--- config.mk ---
export PLATFORM = sky130hd
export DESIGN_NAME = dco_core
export DESIGN_NICKNAME = d
export VERILOG_FILES = /design/src/rtl/dco_core.sv
export SDC_FILE = /design/constraint.sdc
export NUM_CORES = 1
export LEC_CHECK = 0
export ABC_AREA = 1
export CORE_ASPECT_RATIO = 0.75
export CORE_MARGIN = 2
export CORE_UTILIZATION = 45
export CTS_BUF_LIST = sky130_fd_sc_hd__clkbuf_2
export CTS_CLUSTER_SIZE = 10
export DETAILED_ROUTE_END_ITERATION = 6
export HOLD_SLACK_MARGIN = 0.1
export PLACE_DENSITY = 0.74
export SLEW_MARGIN = 0
export SYNTH_ARGS = -nofsm -noshare
export SYNTH_HDL_FRONTEND = slang
export SYNTH_SLANG_ARGS = --single-unit
--- constraint.sdc ---
create_clock -name sys_clk -period 2.25 [get_ports sys_clk]
set_input_delay 0.225 -clock sys_clk [delete_from_list [all_inputs] [get_ports sys_clk]]
set_output_delay 0.225 -clock sys_clk [all_outputs]
set_load 0.01 [all_outputs]
--- src/rtl/dco_core.sv ---
// rtl/dco_core.sv - digitally controlled oscillator with code resync/qualify and feedback divider
module dco_core #(
    parameter int BASE_HALF = 16,
    parameter int CODE_W    = 5,
    parameter int DIV_N     = 8
) (
    input  logic              sys_clk,
    input  logic              reset,
    input  logic [CODE_W-1:0] dco_code,
    input  logic              enable,
    output logic              dco_out,
    output logic              fb_clk,
    output logic [CODE_W-1:0] code_applied,
    output logic              code_update
);
    localparam int HW  = $clog2(BASE_HALF + 2**CODE_W) + 1;
    localparam int FBN = DIV_N / 2;
    localparam int FBW = (FBN > 1) ? $clog2(FBN) : 1;
    localparam logic [CODE_W-1:0] RST_CODE = {1'b1, {(CODE_W-1){1'b0}}};
    localparam logic [HW-1:0]     HALF_MAX = HW'(BASE_HALF + 2**CODE_W - 1);
    localparam logic [FBW-1:0]    FB_LAST  = FBW'(FBN - 1);

    logic [CODE_W-1:0] sync1_q, sync2_q, pending_q, code_q;
    logic [CODE_W-1:0] pending_d, code_d;
    logic              stable_q, stable_d;
    logic [HW-1:0]     cnt_q, cnt_d;
    logic              dco_q, dco_d;
    logic              fb_q, fb_d;
    logic [FBW-1:0]    fb_cnt_q, fb_cnt_d;
    logic              update_q, update_d;

    logic [HW-1:0]     half_last;
    logic              running;
    logic              boundary;
    logic              qualified;

    always_comb begin
        half_last = HALF_MAX - {{(HW-CODE_W){1'b0}}, code_q} - HW'(1);
        // A high phase always runs to completion so the output never glitches
        running   = enable | dco_q;
        boundary  = running && (cnt_q == half_last);
        // s2 equal on three consecutive samples: the current one, the incoming one and the previous one
        qualified = stable_q && (sync1_q == sync2_q);

        stable_d  = (sync1_q == sync2_q);
        pending_d = qualified ? sync2_q : pending_q;
        update_d  = boundary && (pending_q != code_q);

        cnt_d    = cnt_q;
        dco_d    = dco_q;
        code_d   = code_q;
        fb_cnt_d = fb_cnt_q;
        fb_d     = fb_q;

        if (!running) begin
            cnt_d = '0;
        end else if (boundary) begin
            cnt_d  = '0;
            dco_d  = ~dco_q;
            code_d = pending_q;
            if (!dco_q) begin
                if (fb_cnt_q == FB_LAST) begin
                    fb_cnt_d = '0;
                    fb_d     = ~fb_q;
                end else begin
                    fb_cnt_d = fb_cnt_q + FBW'(1);
                end
            end
        end else begin
            cnt_d = cnt_q + HW'(1);
        end
    end

    always_ff @(posedge sys_clk or negedge reset) begin
        if (!reset) begin
            sync1_q   <= RST_CODE;
            sync2_q   <= RST_CODE;
            stable_q  <= 1'b0;
            pending_q <= RST_CODE;
            code_q    <= RST_CODE;
            cnt_q     <= '0;
            dco_q     <= 1'b0;
            fb_cnt_q  <= '0;
            fb_q      <= 1'b0;
            update_q  <= 1'b0;
        end else begin
            sync1_q   <= dco_code;
            sync2_q   <= sync1_q;
            stable_q  <= stable_d;
            pending_q <= pending_d;
            code_q    <= code_d;
            cnt_q     <= cnt_d;
            dco_q     <= dco_d;
            fb_cnt_q  <= fb_cnt_d;
            fb_q      <= fb_d;
            update_q  <= update_d;
        end
    end

    assign dco_out      = dco_q;
    assign fb_clk       = fb_q;
    assign code_applied = code_q;
    assign code_update  = update_q;

endmodule

; After elaboration in Yosys (flattened, before gate mapping)
; Cells that the tools add are included.
[word_totals]
reg_bits = 33
output_inout_bits = 8
word_cells = 30
[classes]
n_addsub = 4
eq_ne = 4
n_mux = 3
bitwise = 3
n_reduce_logical = 6
[op_table]
columns = cell, n
row1 = 7-bit 2-to-1 mux, 2
row2 = 7-bit by 1-bit adder with 7-bit output (second input constant), 1
row3 = 7-bit == test, 1
row4 = 6-bit by 5-bit subtractor with 7-bit output (first input constant), 1
row5 = 7-bit by 1-bit subtractor with 7-bit output (second input constant), 1
row6 = 5-bit == test, 1
row7 = 5-bit inequality test, 1
row8 = 4-bit AND reduction, 1
row9 = 1-bit logical AND, 3
row10 = 3-bit AND reduction, 1
row11 = 2-bit by 1-bit adder with 2-bit output (second input constant), 1
row12 = 2-bit == test (second input constant), 1
row13 = 2-bit 2-to-1 mux, 1
row14 = 1-bit NOT, 2
row15 = 2-bit AND reduction, 1
row16 = 1-bit bitwise OR, 1

; Longest topological paths before layout
; Gate-level depths: netlist of the first run.
[depth]
ltp_word = 6
ltp_mapped = 11

; Worst setup path before layout of the first run
; No wires, ideal clock.
[synth_path]
path_kind = register to register
startpoint = register code_q[0] (netlist: code_applied[0])
endpoint = register code_q[0] (netlist: code_applied[0])
setup_time_ps = 119
arrival_ps = 1529
slack_ps = 602
path_stages_with_launch = 11
path_buffers = 1
cell_sequence = dfrtp_1 > ha_1 > nand2_1 > inv_1 > o21bai_1 > nand2_2 > nor2_4 > nand2_4 > buf_6 > nand2_1 > o21ai_2
[synth_between]
elab_chain_len = 5
[synth_rtl]
columns = element, line
row1 = from (decl), 23  ; logic [CODE_W-1:0] sync1_q, sync2_q, pending_q, code_q;
row2 = from (signal assigned), 91  ; code_q <= code_d;
row3 = 6-bit by 5-bit subtractor with 7-bit output, 38  ; half_last = HALF_MAX - {{(HW-CODE_W){1'b0}}, code_q} - HW'(1);
row4 = 7-bit by 1-bit subtractor with 7-bit output, 38
row5 = 7-bit == test, 41  ; boundary = running && (cnt_q == half_last);
row6 = 1-bit logical AND, 41
row7 = 2-bit AND reduction (no line), n/a
; No other way between the ends.
; A chain may end at the register's enable or synchronous reset.

; Final worst setup path of the first run
[layout_path]
startpoint = register code_q[0] (netlist: code_applied[0])
endpoint = register cnt_q[1]
[layout_between]
elab_chain_len = 6
[layout_rtl]
columns = element, line
row1 = 6-bit by 5-bit subtractor with 7-bit output, 38
row2 = 7-bit by 1-bit subtractor with 7-bit output, 38
row3 = 7-bit == test, 41
row4 = 1-bit logical AND, 41
row5 = 7-bit 2-to-1 mux, 57  ; end else if (boundary) begin
row6 = 7-bit 2-to-1 mux, 55  ; if (!running) begin
row7 = via cnt_d[1], 26  ; logic [HW-1:0] cnt_q, cnt_d;
row8 = to (signal assigned), 92  ; cnt_q <= cnt_d;
row9 = to (decl), 26
; The timed path passes the listed nets, and every way through them passes these cells.

==> flow_summary_export.csv, run 1 <==
group,metric,value,unit
sta,setup_tns,0,ns
yosys,ys_types,26,
sta,slew_headroom,0.7316,
sta,tightest_slew,0.4026,ns
sta,skew,0.01268,ns
clock_tree,clockBufferDepth,2,
die,dieArea,3914,um^2
worst_setup_path,crit_family,"simple AND/OR/NAND/NOR gates",
global_routing,grt_usage,0.1579,
clock_tree,clk_pin_slew,0.18,ns
detailed_routing,drt_wl_total,2679,um
global_routing,grt_pass1_vias,1022,
detailed_routing,drtIter0Drc,62,
detailed_routing,vias,1114,
yosys,synth-async-reset-ratio,1.000,
place,hpwl,2007,um
worst_setup_path,cp_data_arrival_time,2.18,ns
yosys,synth_seq_cells,33,
sta,setup_violations,0,
hold_path,hold_path_class,"primary input to asynchronous set/reset pin",
cells_and_area,stdcell_count,227,
power,power.density,564.7,nW/um^2
die,ios,16,
global_routing,antenna_found_initial,0,
power,peakVddDrop,0.0003601,V
worst_setup_path,crit_path_max_incr_delay,0.50,ns
worst_setup_path,critPathLaunchType,"register",
cells_and_area,diodes,0,
sta,slew_viol_final,0,
global_routing,grt_pass1_wl,4429,um
place,place_area,1727,um^2
global_routing,gr-total-overflow,0,
clock_tree,postCtsSetupBuffers,0,
worst_setup_path,path_class,"register to register",
job,maxCapViolCount,0,
clock_tree,cts_resized,0,
worst_setup_path,path_buf_inv,0,
detailed_routing,drc,0,
die,row_count,18,
worst_setup_path,crit_required,2.54,ns
yosys,synth_edf_count,0,
yosys,yosys-top-cells-area,"dfrtp_1 (47%), nand2_1 (8.5%), dfstp_2 (6.8%)",
sta,clock.fmax,530.0,MHz
yosys,synth_commonest_cells,"nand2_1 (35), dfrtp_1 (29), nor2_1 (19)",
cells_and_area,fin_nets,197,
worst_setup_path,path_max_fanout,12,
yosys,synth_most_common_cell,"nand2_1",
power,p_leak,0.8181,nW
sta,rsz0062_at_grt,"false",
clock_tree,htree_levels,2,
sta,finalCritPeriodShare,0.8386,
yosys,syn-instance-count,165,
yosys,ys_seq_area_frac,0.5390,
die,start_util,0.4688,
detailed_routing,drt-vias-per-instance,4.907,
clock_tree,cts.sinks,33,
sta,layout_min_cycle_time,1.887,ns
place,dpl_worst_slack,0.4239,ns
cells_and_area,drive_gt1_frac,0.1337,
clock_tree,holdBufCountCts,0,
yosys,synth_top_cell_area_share,0.4708,
place,port_buffers,15,
place,place.gp.congestion,0.8715,
yosys,syn_nets,176,
yosys,synth_flop_cell,"dfrtp_1",
detailed_routing,avgRoutedWirePerCell,11.80,um
clock_tree,cts_tree,"done",
clock_tree,worstSkewPairLatency,0.38,ns
yosys,syn_area,1541,um^2
die,core-area,3288,um^2
clock_tree,cts_buffers,5,
cells_and_area,syn2layout_area_growth,14.77,%
worst_setup_path,end_kind,"register",
place,dp.cells,219,
detailed_routing,dr.pass1.iters,4,
detailed_routing,ant_nets,0,
run_status,outcome,"completed",
sta,worst_slack,0.3632,ns
yosys,yosys.area.top_type,"dfrtp_1",
die,die_h,54.69,um
power,power,0.9990,mW
yosys,syn_avg_cell_area,9.342,um^2
worst_setup_path,crit_path_top_delay_cell,"dfrtp_1",
global_routing,grt_max_degree,34,
sta,finalHoldViolations,0,
cells_and_area,final_cell_area,1769,um^2
worst_setup_path,crit_chain,"ha_1 -> xor2_1 -> nand3_1 -> nor2_4 -> nand2_4 -> nand2_1 -> nor2_1",
die,fp.dieW,71.58,um
yosys,yosys_warnings,0,
clock_tree,cts-root-buf,"clkbuf_2",
-- logic make-up (layout without fill, tap and decap cells) --
kind of cell / Yosys count / after routing / synth area share
compound gates: 15 / 15 / 0.06900
xor+xnor: 13 / 13 / 0.07386
fa+ha+maj: 3 / 3 / 0.02435
buf+inv: 22 / 44 / 0.06331
flops: 33 / 33 / 0.5390
simple gates: 79 / 79 / 0.2305
-- flip-flops by register name, summed over array words and instances, names as in the netlist --
name          flops
code_update       1
dco_out           1
cnt_q             7
stable_q          1
sync1_q           5
sync2_q           5
pending_q         5
fb_cnt_q          2
fb_clk            1
code_applied      5
-- metrics by stage --
| step | hold slack [ns] | util |
|---|---|---|
| after floorplan | -0.07059 | - |
| after global placement | 0.3641 | 0.5251 |
| after detailed placement | 0.3647 | 0.5251 |
| after CTS | 0.1896 | 0.5381 |
| after global routing | 0.1823 | 0.5381 |
| final | 0.2013 | 0.5381 |
-- final timing paths --
kind / cells after the start / from / to / slack (ns)
min in group sys_clk: 1 / dco_code[4] / sync1_q[4]$_DFF_PN1_ / 0.23
hold / removal: 2 / reset / cnt_q[6]$_DFF_PN0_ / 0.20
setup / recovery: 7 / code_applied[0]$_DFFE_PN0P_ / cnt_q[1]$_DFF_PN0_ / 0.36
hold reg to reg: 0 / sync1_q[4]$_DFF_PN1_ / sync2_q[4]$_DFF_PN1_ / 0.38
setup reg to reg: 7 / code_applied[0]$_DFFE_PN0P_ / cnt_q[1]$_DFF_PN0_ / 0.36
max in group asynchronous: 2 / reset / sync1_q[4]$_DFF_PN1_ / 1.72
-- placed cells by master (no fill, tap or decap), types with 3 or more instances in the layout --
| cell | instances |
|---|---|
| a21oi_1 | 4 |
| clkbuf_2 | 5 |
| clkdlybuf4s50_1 | 15 |
| clkinv_1 | 4 |
| dfrtp_1 | 29 |
| dfstp_2 | 4 |
| ha_1 | 3 |
| inv_1 | 16 |
| nand2_1 | 35 |
| nand2_2 | 3 |
| nand3_1 | 13 |
| nand4_1 | 3 |
| nor2_1 | 19 |
| o21ai_2 | 4 |
| xnor2_1 | 9 |
| xor2_1 | 4 |
-- final cells by class --
type,count,area [um^2]
Inverter,20,75.07
Tap cell,40,50.05
Clock buffer,5,25.02
Multi-Input combinational cell,110,613.1
Timing Repair Buffer,16,157.7
Fill cell,287,1519
Clock inverter,3,17.52
Sequential cell,33,830.8
-- power by group --
part / switching (mW) / total, mW / internal [mW]
logic: 0.0441 / 0.0823 / 0.0382
registers: 0.0161 / 0.635 / 0.619
clock network: 0.208 / 0.281 / 0.0732
-- routing by layer --
layer	GRT usage	vias to the layer above	wire, um
met5	0	-	0
met1	0.1865	518	1280
met3	0.07182	9	133
met2	0.2423	26	1202
li1	-	561	-
met4	0.09119	0	63
Note: power is estimated with default switching activity, not from simulation.
==> run 2: changes to the inputs <==
Clock period 2.25 ns to 1.85 ns, I/O delays scaled along.
==> flow_summary_export.csv, run 2 (synthesis gave the netlist of run 1 again) <==
group,metric,value,unit
run_status,outcome,"completed",
sta,worst_slack,0.02639,ns
global_routing,grt_pass1_vias,1148,
sta,skew,0.02631,ns
die,start_util,0.4688,
worst_setup_path,crit_family,"simple AND/OR/NAND/NOR gates",
cells_and_area,fin_nets,201,
sta,hold_ws,0.1587,ns
detailed_routing,drt-vias-per-instance,5.169,
power,power.density,735.3,nW/um^2
clock_tree,worstSkewPairLatency,0.39,ns
cells_and_area,layout_common_cells,"nand2_1 (34), dfrtp_1 (28), nor2_1 (19), inv_1 (16), clkdlybuf4s50_1 (15)",
sta,clock.fmax,548.4,MHz
clock_tree,clockBufferDepth,2,
global_routing,grt_pass1_wl,5216,um
worst_setup_path,crit_required,2.17,ns
clock_tree,cts-root-buf,"clkbuf_2",
worst_setup_path,end_kind,"register",
detailed_routing,avgRoutedWirePerCell,13.91,um
detailed_routing,dr.pass1.iters,4,
worst_setup_path,r2r_start,"code_applied[1]$_DFFE_PN0P_",
sta,tightest_slew,0.4170,ns
worst_setup_path,crit_chain,"ha_2 -> nand2_1 -> inv_1 -> o21bai_1 -> nand2_2 -> nor2_4 -> buf_4 -> nand4_1 -> nand2_1",
cells_and_area,diodes,0,
cells_and_area,final_common_cell,"nand2_1",
worst_setup_path,worstRegToRegCells,9,
detailed_routing,drtIter0Drc,88,
clock_tree,cts.sinks,33,
detailed_routing,ant_nets,0,
sta,layout_min_cycle_time,1.824,ns
power,p_leak,0.8319,nW
worst_setup_path,crit_path_max_incr_delay,0.48,ns
detailed_routing,drt_wl_total,3213,um
cells_and_area,top_register,"cnt_q",
die,core-area,3288,um^2
global_routing,antenna_found_initial,0,
global_routing,gr-total-overflow,0,
place,port_buffers,15,
die,fp.dieW,71.58,um
detailed_routing,drc,0,
worst_setup_path,crit_path_top_delay_cell,"dfrtp_2",
die,row_count,18,
worst_setup_path,ff2ff_setup_slack,0.03,ns
die,die_h,54.69,um
worst_setup_path,critPathLaunchType,"register",
sta,slew_viol_final,0,
clock_tree,cts_buffers,5,
worst_setup_path,path_class,"register to register",
detailed_routing,vias,1194,
place,place.gp.congestion,0.8865,
sta,finalCritPeriodShare,0.9857,
worst_setup_path,path_max_fanout,7,
place,hpwl,2283,um
place,dpl_worst_slack,-0.003943,ns
worst_setup_path,cp_common_cell,"nand2_1",
sta,finalHoldViolations,0,
clock_tree,clk_pin_slew,0.19,ns
worst_setup_path,cp_data_arrival_time,2.14,ns
die,ios,16,
clock_tree,cts_tree,"done",
hold_path,hold_path_class,"primary input to asynchronous set/reset pin",
cells_and_area,largest_register_ff_count,7,
job,maxCapViolCount,0,
cells_and_area,drive_gt1_frac,0.1780,
cells_and_area,syn2layout_area_growth,19.81,%
worst_setup_path,path_buf_inv,2,
global_routing,grt_usage,0.1818,
sta,slew_headroom,0.7220,
worst_setup_path,worst_r2r_endpoint,"fb_cnt_q[0]$_DFFE_PN0P_",
power,peakVddDrop,0.0004697,V
clock_tree,htree_levels,2,
sta,setup_violations,0,
die,dieArea,3914,um^2
global_routing,grt_max_degree,34,
run 2: repair_timing:
action                                  4_1_cts  5_1_grt
hold buffers                                  0        0
endpoints found under the setup margin        6       15
buffers inserted                              0        3
gates resized for setup                       1        5
pin swaps                                     0        2
cloned                                        0        0
run 2: layer usage:
metal  part of all wire  global-route usage
met1               0.42              0.2042
met2               0.49              0.3210
met3              0.065             0.05157
met4              0.028              0.1006
met5                  0                   0
run 2: stage by stage:
| step | util | TNS (ns) | cells | area [um^2] | total power, mW |
|---|---|---|---|---|---|
| detailed placement | 0.5274 | -0.01967 | 220 | 1734 | 0.8897 |
| global route | 0.5616 | -0.02610 | 231 | 1847 | 1.414 |
| CTS | 0.5479 | 0 | 228 | 1802 | 1.362 |
| global placement | 0.5274 | 0 | 220 | 1734 | 0.8828 |
| finish | 0.5616 | 0 | 231 | 1847 | 1.358 |
| floorplan | - | 0 | 165 | 1541 | 0.8426 |
run 2: power breakdown:
group | switching, mW | total, mW | internal (mW)
Combinational | 0.0546 | 0.102 | 0.0477
Sequential | 0.0213 | 0.775 | 0.753
Clock | 0.248 | 0.481 | 0.233
Total | 0.324 | 1.36 | 1.03
run 2: worst max path at each step:
stage | endpoint | from | slack [ns] | cells after the start
floorplan | code_applied[0]$_DFFE_PN0P_ | code_applied[0]$_DFFE_PN0P_ | 0.20 | 10
global route | fb_cnt_q[0]$_DFFE_PN0P_ | code_applied[1]$_DFFE_PN0P_ | -0.02 | 7
CTS | cnt_q[0]$_DFF_PN0_ | code_applied[1]$_DFFE_PN0P_ | 0.05 | 9
finish | fb_cnt_q[0]$_DFFE_PN0P_ | code_applied[1]$_DFFE_PN0P_ | 0.03 | 9
detailed placement | cnt_q[1]$_DFF_PN0_ | code_applied[1]$_DFFE_PN0P_ | -0.004 | 9
global placement | cnt_q[5]$_DFF_PN0_ | enable | 0.18 | 8
run 2: layout make-up:
cell class | instances | area, um^2
fillers | 281 | 1441
flip-flops and latches | 33 | 832.0
inverters | 20 | 75.07
clock inverters | 2 | 35.03
repair buffers | 20 | 187.7
multi-input cells | 110 | 636.9
well taps | 40 | 50.05
clock buffers | 6 | 30.03
run 2: worst register-to-register path: stages (launching register included):
cell and delay, ns:
dfrtp_2 0.48, ha_2 0.21, nand2_1 0.10, inv_1 0.07
o21bai_1 0.20, nand2_2 0.09, nor2_4 0.24, buf_4 0.17
nand4_1 0.09, nand2_1 0.13
